$ cat src/rtl/delay_sweep_ctrl.sv
// Wishbone-slave delay-line sweep sequencer: steps the delay code, samples the comparator, reports the first flip.
// Optional SWEEP_IRQ_EN adds irq_o (set on sweep completion) and CTRL read bit 3.
module delay_sweep_ctrl #(
  parameter int unsigned CODE_W        = 10,
  parameter int unsigned SETTLE_CYCLES = 16,
  parameter int unsigned STB_CYCLES    = 4,
  parameter int unsigned SMP_DELAY     = 2
) (
  input  logic              wb_clk_i,
  input  logic              wb_rst_i,
  input  logic              wb_cyc_i,
  input  logic              wb_stb_i,
  input  logic              wb_we_i,
  input  logic [31:0]       wb_adr_i,
  input  logic [31:0]       wb_dat_i,
  input  logic [3:0]        wb_sel_i,
  output logic [31:0]       wb_dat_o,
  output logic              wb_ack_o,
  output logic              wb_stall_o,
  output logic              wb_err_o,
  output logic [CODE_W-1:0] delay_code_o,
  output logic              delay_stb_o,
  input  logic              cmp_i
`ifdef SWEEP_IRQ_EN
  ,
  output logic              irq_o
`endif
);

  typedef enum logic [2:0] {
    ST_IDLE,
    ST_SETTLE,
    ST_STROBE,
    ST_WAIT,
    ST_SAMPLE,
    ST_EVAL,
    ST_DONE
  } state_t;

  localparam int unsigned     CNT_W       = 16;
  localparam logic [CNT_W-1:0] SETTLE_LAST = CNT_W'(SETTLE_CYCLES - 1);
  localparam logic [CNT_W-1:0] STB_LAST    = CNT_W'(STB_CYCLES - 1);
  localparam logic [CNT_W-1:0] WAIT_LAST   = CNT_W'(SMP_DELAY - 1);

  localparam logic [2:0] A_CTRL    = 3'd0;
  localparam logic [2:0] A_START   = 3'd1;
  localparam logic [2:0] A_STOP    = 3'd2;
  localparam logic [2:0] A_STEP    = 3'd3;
  localparam logic [2:0] A_SAMPLES = 3'd4;
  localparam logic [2:0] A_RESULT  = 3'd5;

  state_t              state_q, state_d;
  logic [CNT_W-1:0]    cnt_q, cnt_d;
  logic [7:0]          ones_q, ones_d;
  logic [CODE_W-1:0]   code_q, code_d;
  logic [CODE_W-1:0]   start_q, start_d;
  logic [CODE_W-1:0]   stop_q, stop_d;
  logic [CODE_W-1:0]   step_q, step_d;
  logic [7:0]          samples_q, samples_d;
  logic [CODE_W-1:0]   res_code_q, res_code_d;
  logic                res_lvl_q, res_lvl_d;
  logic                busy_q, busy_d;
  logic                done_q, done_d;
  logic                found_q, found_d;
  logic                ref_q, ref_d;
  logic                first_q, first_d;
  logic                ack_q, ack_d;
  logic [31:0]         dat_q, dat_d;
  logic                meta_q, sync_q;

  logic                wb_req, wb_wr, ctrl_wr, cfg_wr;
  logic                start_req, abort_req, start_go;
  logic [2:0]          reg_sel;
  logic [31:0]         rdata;
  logic [CODE_W:0]     next_code;
  logic                level;
  logic                irq_bit;
  logic                unused_ok;

  assign wb_req    = wb_cyc_i & wb_stb_i & ~ack_q;
  assign wb_wr     = wb_req & wb_we_i;
  assign reg_sel   = wb_adr_i[4:2];
  assign ctrl_wr   = wb_wr && (reg_sel == A_CTRL);
  assign cfg_wr    = wb_wr & ~busy_q;
  assign start_req = ctrl_wr & wb_dat_i[0];
  assign abort_req = ctrl_wr & wb_dat_i[1];
  assign start_go  = (state_q == ST_IDLE) & start_req & ~abort_req;

  // Extra bit catches wrap past the top code so the sweep never restarts at 0.
  assign next_code = {1'b0, code_q} + {1'b0, step_q};
  assign level     = ({ones_q, 1'b0} > {1'b0, samples_q});

  assign wb_stall_o   = 1'b0;
  assign wb_err_o     = 1'b0;
  assign wb_ack_o     = ack_q;
  assign wb_dat_o     = dat_q;
  assign delay_code_o = code_q;
  assign delay_stb_o  = (state_q == ST_STROBE);

  assign unused_ok = ^{wb_sel_i, wb_adr_i[31:5], wb_adr_i[1:0], wb_dat_i[31:8]};

  // Configuration registers; frozen while a sweep is running.
  always_comb begin
    start_d   = start_q;
    stop_d    = stop_q;
    step_d    = step_q;
    samples_d = samples_q;
    if (cfg_wr) begin
      unique case (reg_sel)
        A_START: start_d = wb_dat_i[CODE_W-1:0];
        A_STOP:  stop_d  = wb_dat_i[CODE_W-1:0];
        A_STEP:  step_d  = (wb_dat_i[CODE_W-1:0] == '0) ? CODE_W'(1) : wb_dat_i[CODE_W-1:0];
        A_SAMPLES: samples_d = (wb_dat_i[7:0] == '0) ? 8'd1 : wb_dat_i[7:0];
        default: ;
      endcase
    end
  end

  always_comb begin
    rdata = '0;
    unique case (reg_sel)
      A_CTRL:    rdata = {28'd0, irq_bit, found_q, done_q, busy_q};
      A_START:   rdata = 32'(start_q);
      A_STOP:    rdata = 32'(stop_q);
      A_STEP:    rdata = 32'(step_q);
      A_SAMPLES: rdata = {24'd0, samples_q};
      A_RESULT: begin
        rdata[CODE_W-1:0] = res_code_q;
        rdata[31]         = res_lvl_q;
      end
      default:   rdata = '0;
    endcase
  end

  always_comb begin
    ack_d = wb_req;
    dat_d = (wb_req && !wb_we_i) ? rdata : '0;
  end

  always_comb begin
    state_d    = state_q;
    cnt_d      = cnt_q;
    ones_d     = ones_q;
    code_d     = code_q;
    busy_d     = busy_q;
    done_d     = done_q;
    found_d    = found_q;
    ref_d      = ref_q;
    first_d    = first_q;
    res_code_d = res_code_q;
    res_lvl_d  = res_lvl_q;
    unique case (state_q)
      ST_IDLE: begin
        if (start_go) begin
          code_d  = start_q;
          done_d  = 1'b0;
          found_d = 1'b0;
          busy_d  = 1'b1;
          first_d = 1'b1;
          cnt_d   = '0;
          state_d = ST_SETTLE;
        end
      end
      ST_SETTLE: begin
        if (cnt_q == SETTLE_LAST) begin
          cnt_d   = '0;
          state_d = ST_STROBE;
        end else begin
          cnt_d = cnt_q + CNT_W'(1);
        end
      end
      ST_STROBE: begin
        if (cnt_q == STB_LAST) begin
          cnt_d   = '0;
          state_d = ST_WAIT;
        end else begin
          cnt_d = cnt_q + CNT_W'(1);
        end
      end
      ST_WAIT: begin
        if (cnt_q == WAIT_LAST) begin
          cnt_d   = '0;
          ones_d  = '0;
          state_d = ST_SAMPLE;
        end else begin
          cnt_d = cnt_q + CNT_W'(1);
        end
      end
      ST_SAMPLE: begin
        ones_d = ones_q + {7'd0, sync_q};
        if (cnt_q[7:0] == samples_q - 8'd1) begin
          cnt_d   = '0;
          state_d = ST_EVAL;
        end else begin
          cnt_d = cnt_q + CNT_W'(1);
        end
      end
      ST_EVAL: begin
        if (!first_q && (level != ref_q)) begin
          res_code_d = code_q;
          res_lvl_d  = level;
          found_d    = 1'b1;
          state_d    = ST_DONE;
        end else begin
          if (first_q) begin
            ref_d   = level;
            first_d = 1'b0;
          end
          if (next_code[CODE_W] || (next_code[CODE_W-1:0] > stop_q)) begin
            state_d = ST_DONE;
          end else begin
            code_d  = next_code[CODE_W-1:0];
            cnt_d   = '0;
            state_d = ST_SETTLE;
          end
        end
      end
      ST_DONE: begin
        busy_d  = 1'b0;
        done_d  = 1'b1;
        state_d = ST_IDLE;
      end
      default: state_d = ST_IDLE;
    endcase
    // Abort overrides whatever the sweep would have done this cycle, including a RESULT update.
    if (abort_req && (state_q != ST_IDLE)) begin
      state_d    = ST_IDLE;
      busy_d     = 1'b0;
      done_d     = 1'b0;
      cnt_d      = '0;
      res_code_d = res_code_q;
      res_lvl_d  = res_lvl_q;
      found_d    = found_q;
    end
  end

  always_ff @(posedge wb_clk_i) begin
    if (wb_rst_i) begin
      state_q    <= ST_IDLE;
      cnt_q      <= '0;
      ones_q     <= '0;
      code_q     <= '0;
      start_q    <= '0;
      stop_q     <= '0;
      step_q     <= CODE_W'(1);
      samples_q  <= 8'd1;
      res_code_q <= '0;
      res_lvl_q  <= 1'b0;
      busy_q     <= 1'b0;
      done_q     <= 1'b0;
      found_q    <= 1'b0;
      ref_q      <= 1'b0;
      first_q    <= 1'b0;
      ack_q      <= 1'b0;
      dat_q      <= '0;
      meta_q     <= 1'b0;
      sync_q     <= 1'b0;
    end else begin
      state_q    <= state_d;
      cnt_q      <= cnt_d;
      ones_q     <= ones_d;
      code_q     <= code_d;
      start_q    <= start_d;
      stop_q     <= stop_d;
      step_q     <= step_d;
      samples_q  <= samples_d;
      res_code_q <= res_code_d;
      res_lvl_q  <= res_lvl_d;
      busy_q     <= busy_d;
      done_q     <= done_d;
      found_q    <= found_d;
      ref_q      <= ref_d;
      first_q    <= first_d;
      ack_q      <= ack_d;
      dat_q      <= dat_d;
      meta_q     <= cmp_i;
      sync_q     <= meta_q;
    end
  end

`ifdef SWEEP_IRQ_EN
  logic irq_q, irq_d;

  always_comb begin
    irq_d = irq_q;
    if ((ctrl_wr && wb_dat_i[2]) || start_go) begin
      irq_d = 1'b0;
    end
    if ((state_d == ST_DONE) && (state_q != ST_DONE)) begin
      irq_d = 1'b1;
    end
  end

  always_ff @(posedge wb_clk_i) begin
    if (wb_rst_i) begin
      irq_q <= 1'b0;
    end else begin
      irq_q <= irq_d;
    end
  end

  assign irq_o   = irq_q;
  assign irq_bit = irq_q;
`else
  assign irq_bit = 1'b0;
`endif

endmodule

$ cat config.mk
export PLATFORM = sky130hd
export DESIGN_NAME = delay_sweep_ctrl
export DESIGN_NICKNAME = d
export VERILOG_FILES = /design/src/rtl/delay_sweep_ctrl.sv
export SDC_FILE = /design/constraint.sdc
export NUM_CORES = 1
export LEC_CHECK = 0
export CORE_MARGIN = 5
export CORE_UTILIZATION = 44
export DETAILED_ROUTE_END_ITERATION = 10
export PLACE_DENSITY = 0.81
export SYNTH_ARGS = -nofsm -noshare
export SYNTH_HDL_FRONTEND = slang
export SYNTH_SLANG_ARGS = --single-unit
$ cat constraint.sdc
create_clock -name wb_clk_i -period 3.99 [get_ports wb_clk_i]
set_input_delay 1.197 -clock wb_clk_i [delete_from_list [all_inputs] [get_ports wb_clk_i]]
set_output_delay 1.197 -clock wb_clk_i [all_outputs]
set_load 0.03 [all_outputs]
==> metrics.md, run 1 <==
| Metric | Value |
|---|---|
| Syn. warnings | 0 |
| Hold_sp | meta_q |
| Post-synthesis adder-cell area fraction | 6.87% |
| Data required time of the worst path | 4250 ps |
| Critical path buffers and inverters | 1 |
| Final hold vios | 0 |
| Number of inserted diodes | 0 |
| Max-cap violation count | 0 |
| CP max FO | 6 |
| Seq cells post-synth | 105 |
| Antenna Nets Post-Route | 0 |
| Largest family of logic cells by synthesized area | simple AND/OR/NAND/NOR gates |
| Fmax | 251 MHz |
| R2R depth | 15 |
| Synth cell types | 68 |
| Hold_ws | 438 ps |
| Clk_lat worst skew | 350 ps |
| XOR/XNOR share of the synthesized area | 2.57% |
| Final WS setup | -0.609 ps |
| Layout area overhead | 21.2% |
| 1st-pass router iterations | 5 |
| Proportion of layout cells with a drive suffix above 1 | 15.1% |
| Top delay family on crit path | compound AO/OA/AOI/OAI gates |
| Status | complete, but fails checks |
| Seq/Total Area, Yosys | 34.3% |
| Synth Area in Simple Gates | 20.2% |
| Critical Path End Type | flop |
| Clk slew on worst S/H paths | 70 ps |
| Clock buffer count from CTS | 9 |
| Largest area contributor in the netlist | dfxtp_1 |
| Worst path cell trace | ha_1 > a211oi_2 > buf_4 > o21ai_1 > a41o_1 > a21oi_2 > xnor2_2 > ha_4 > a21oi_1 > o21a_1 > o211ai_1 > o21a_2 > o311a_4 > or4_4 > a221oi_2 |
| Lkg Pwr | 0.00279 µW |
| Post-synth EDFFs | 0 |
| Hold depth | 1 |
| Max incr delay on CP | 490 ps |
| Drt total wl | 17600 µm |
| Crit share post-route | 100% |
| Hold Path Class | flop to flop |
| RSZ-0062 raised after global routing | yes |
| Critical path class | flop to flop |
| CTS Buffer Depth | 2 |
| Compound-gate portion of the synthesized area | 19.5% |
| Root buffer cell | clkbuf_16 |
| # fillers | 1214 |
| Routability cong. | 0.871 |
| Initial antenna violation count | 0 |
| Site row count | 43 |
| DRC | 0 |
| Synthesized area | 6120 µm² |
| First-pass GRT wire length | 27400 µm |
| Die width | 128 µm |
| List of most frequent post-synthesis cells | dfxtp_1, nor2_1, mux2i_1, nand2_1, a21oi_1 |
| DP Worst Slack | -165 ps |
| Multi-input gate area | 3880 µm² |
| Mux contribution to synthesized area | 9.30% |
| FF+latch area | 2110 µm² |
| Grt total ovfl | 0 |
| Startpoint Class | flop |
| Starting DRC count in detailed routing | 762 |
| Starting Density | 44.5% |
| Number of placed instances, taps included | 950 |
| HPWL after DPL | 11900 µm |
| CTS H-tree lvls | 3 |
| Fin crit period | 3990 ps |
| Synth Area per Inst | 8.48 µm² |
| Die ar. | 16400 µm² |
| Top Ports | 120 |
| Dominant synthesized flop cell | dfxtp_1 |
| Internal reg-to-reg setup slack | -0.6 ps |
| Peak supply drop | 0.179 mV |
| Syn Inst Count | 722 |
| Vias in the first global route | 5350 |
| PD cells | 303 nW/µm² |
| CTS tree | built |
| Ranking of synthesized cells by area | dfxtp_1, mux2i_1, ha_1, nor2_1, nand2_1 |
| Core area | 13800 µm² |
| Final TNS setup | -0.609 ps |
| R2r endpoint | cnt_q[15] |
| Setup Skew | 7.93 ps |
| Failing checks | setup timing |
| Top cell type's share of synthesized area | 34.3% |
| Post-synth ARST share | 0% |
| Max-slew violation count | 0 |
| Worst Hold End | sync_q |
| Total track usage | 20.8% |
| CP arrival | 4250 ps |
| IO buf count | 41 |
| Sink Count | 105 |
| Worst-Margin Slew | 870 ps |
| Die Y-Extent | 128 µm |
| Via density | 6.05 |
| Final layout net count | 896 |
| Setup Viol. Count Final | 1 |
| Largest net degree at the start of global routing | 40 |
| Worst path slowest cell | or4_4 |
| Post-Layout Cell Count | 974 |
| Drt wl/cell | 18.1 µm |
| Cell with the most instances after synthesis | dfxtp_1 |
| Slew HR | 41.6% |
| Vias post-DR | 5895 |
| R2R Path Start | delay_code_o[1] |
## power by group
part	total (µW)	leakage, µW	switching, µW	internal [µW]
Sequential	1080	0.000847	19.2	1060
Clock	918	0.000149	396	522
Combinational	257	0.00179	167	89.5
Total	2250	0.00279	583	1670
## worst max path at each step
stage                           end  depth (start not counted)       startpoint
after detailed placement   cnt_q[7]                         15  delay_code_o[1]
after global routing      cnt_q[15]                         15  delay_code_o[1]
after global placement    cnt_q[10]                         16        step_q[0]
after CTS                  cnt_q[7]                         16        step_q[0]
final                     cnt_q[15]                         15  delay_code_o[1]
after floorplan           cnt_q[13]                         15  delay_code_o[1]
## flip-flops by register name (all words and copies together) (netlist names)
signal	cells
step_q	10
done_q	1
sync_q	1
wb_dat_o	11
wb_ack_o	1
ones_q	8
state_q	3
delay_code_o	10
res_code_q	10
meta_q	1
samples_q	8
first_q	1
busy_q	1
res_lvl_q	1
ref_q	1
stop_q	10
found_q	1
cnt_q	16
start_q	10
## logic make-up (layout without fill, tap and decap cells)
| group | Yosys count | count (layout) |
|---|---|---|
| buf+inv | 91 | 139 |
| fa+ha+maj | 33 | 33 |
| mux | 53 | 53 |
| compound gates | 167 | 169 |
| simple gates | 254 | 254 |
| other cells | 1 | 23 |
| xor+xnor | 18 | 18 |
| flops | 105 | 105 |
## timing repair
action                     CTS  global route
setup buffers                2             4
pin swaps                    6            29
setup endpoints to repair   15            21
hold buffers                 0             0
gates resized for setup     10            32
gates cloned                 2             0
## worst reg2reg max path, delay by kind of cell (launching register included)
family / cells / cell delay [ps]
adder cells (fa/ha/maj): 2 / 570
XOR/XNOR: 1 / 170
buffers and inverters: 1 / 150
AND/OR/NAND/NOR: 1 / 490
flip-flops: 1 / 320
AO/OA/AOI/OAI: 10 / 2220
## layout make-up
cell class	count	area share, %
Clock buffer	12	3.46
Multi-Input combinational cell	550	52.3
Timing Repair Buffer	91	10.5
Clock inverter	4	0.691
Inverter	32	1.62
Tap cell	180	3.03
Sequential cell	105	28.4
## through the flow
stage / power (µW) / utilization [%] / instance area, µm²
after floorplan: 1260 / - / 6210
after global placement: 1330 / 49.8 / 6850
after detailed placement: 1330 / 49.8 / 6850
after CTS: 2250 / 52.7 / 7250
after global routing: 2340 / 53.9 / 7420
final: 2250 / 53.9 / 7420
## cell usage in the layout, fill, tap and decap left out, types with 5 or more instances in the layout
master             n
clkbuf_16          9
inv_1             30
nand2_1           48
a21o_1             8
dfxtp_1          103
a221oi_2          10
nor4_1             7
or4_4              9
o21ai_0           19
nor2_1            97
nand4_1           10
xnor2_1           11
clkdlybuf4s50_1   40
buf_4             50
a22oi_1           18
a21oi_1           33
nor2b_1            9
or3_1              5
nand2b_1           5
a31oi_1           13
ha_1              29
o31ai_1           13
mux2i_1           49
xor2_1             5
nand3_1           12
and3_1             7
nor3_1            16
a311oi_1           6
conb_1            23
## layer usage
layer | global-route usage [%] | up-vias | wire length [µm]
met5 | 0 | - | 0
met3 | 3.88 | 48 | 1690
met2 | 32.5 | 320 | 8000
met4 | 7.93 | 0 | 543
met1 | 28.7 | 2789 | 7360
li1 | - | 2738 | -
Power figures use the tool's default switching activity.
==> run 2: changes to the inputs <==
- SLEW_MARGIN: not set -> 20
==> results of run 2 <==
No change in the layout: final DEF, timing and power equal those of run 1.
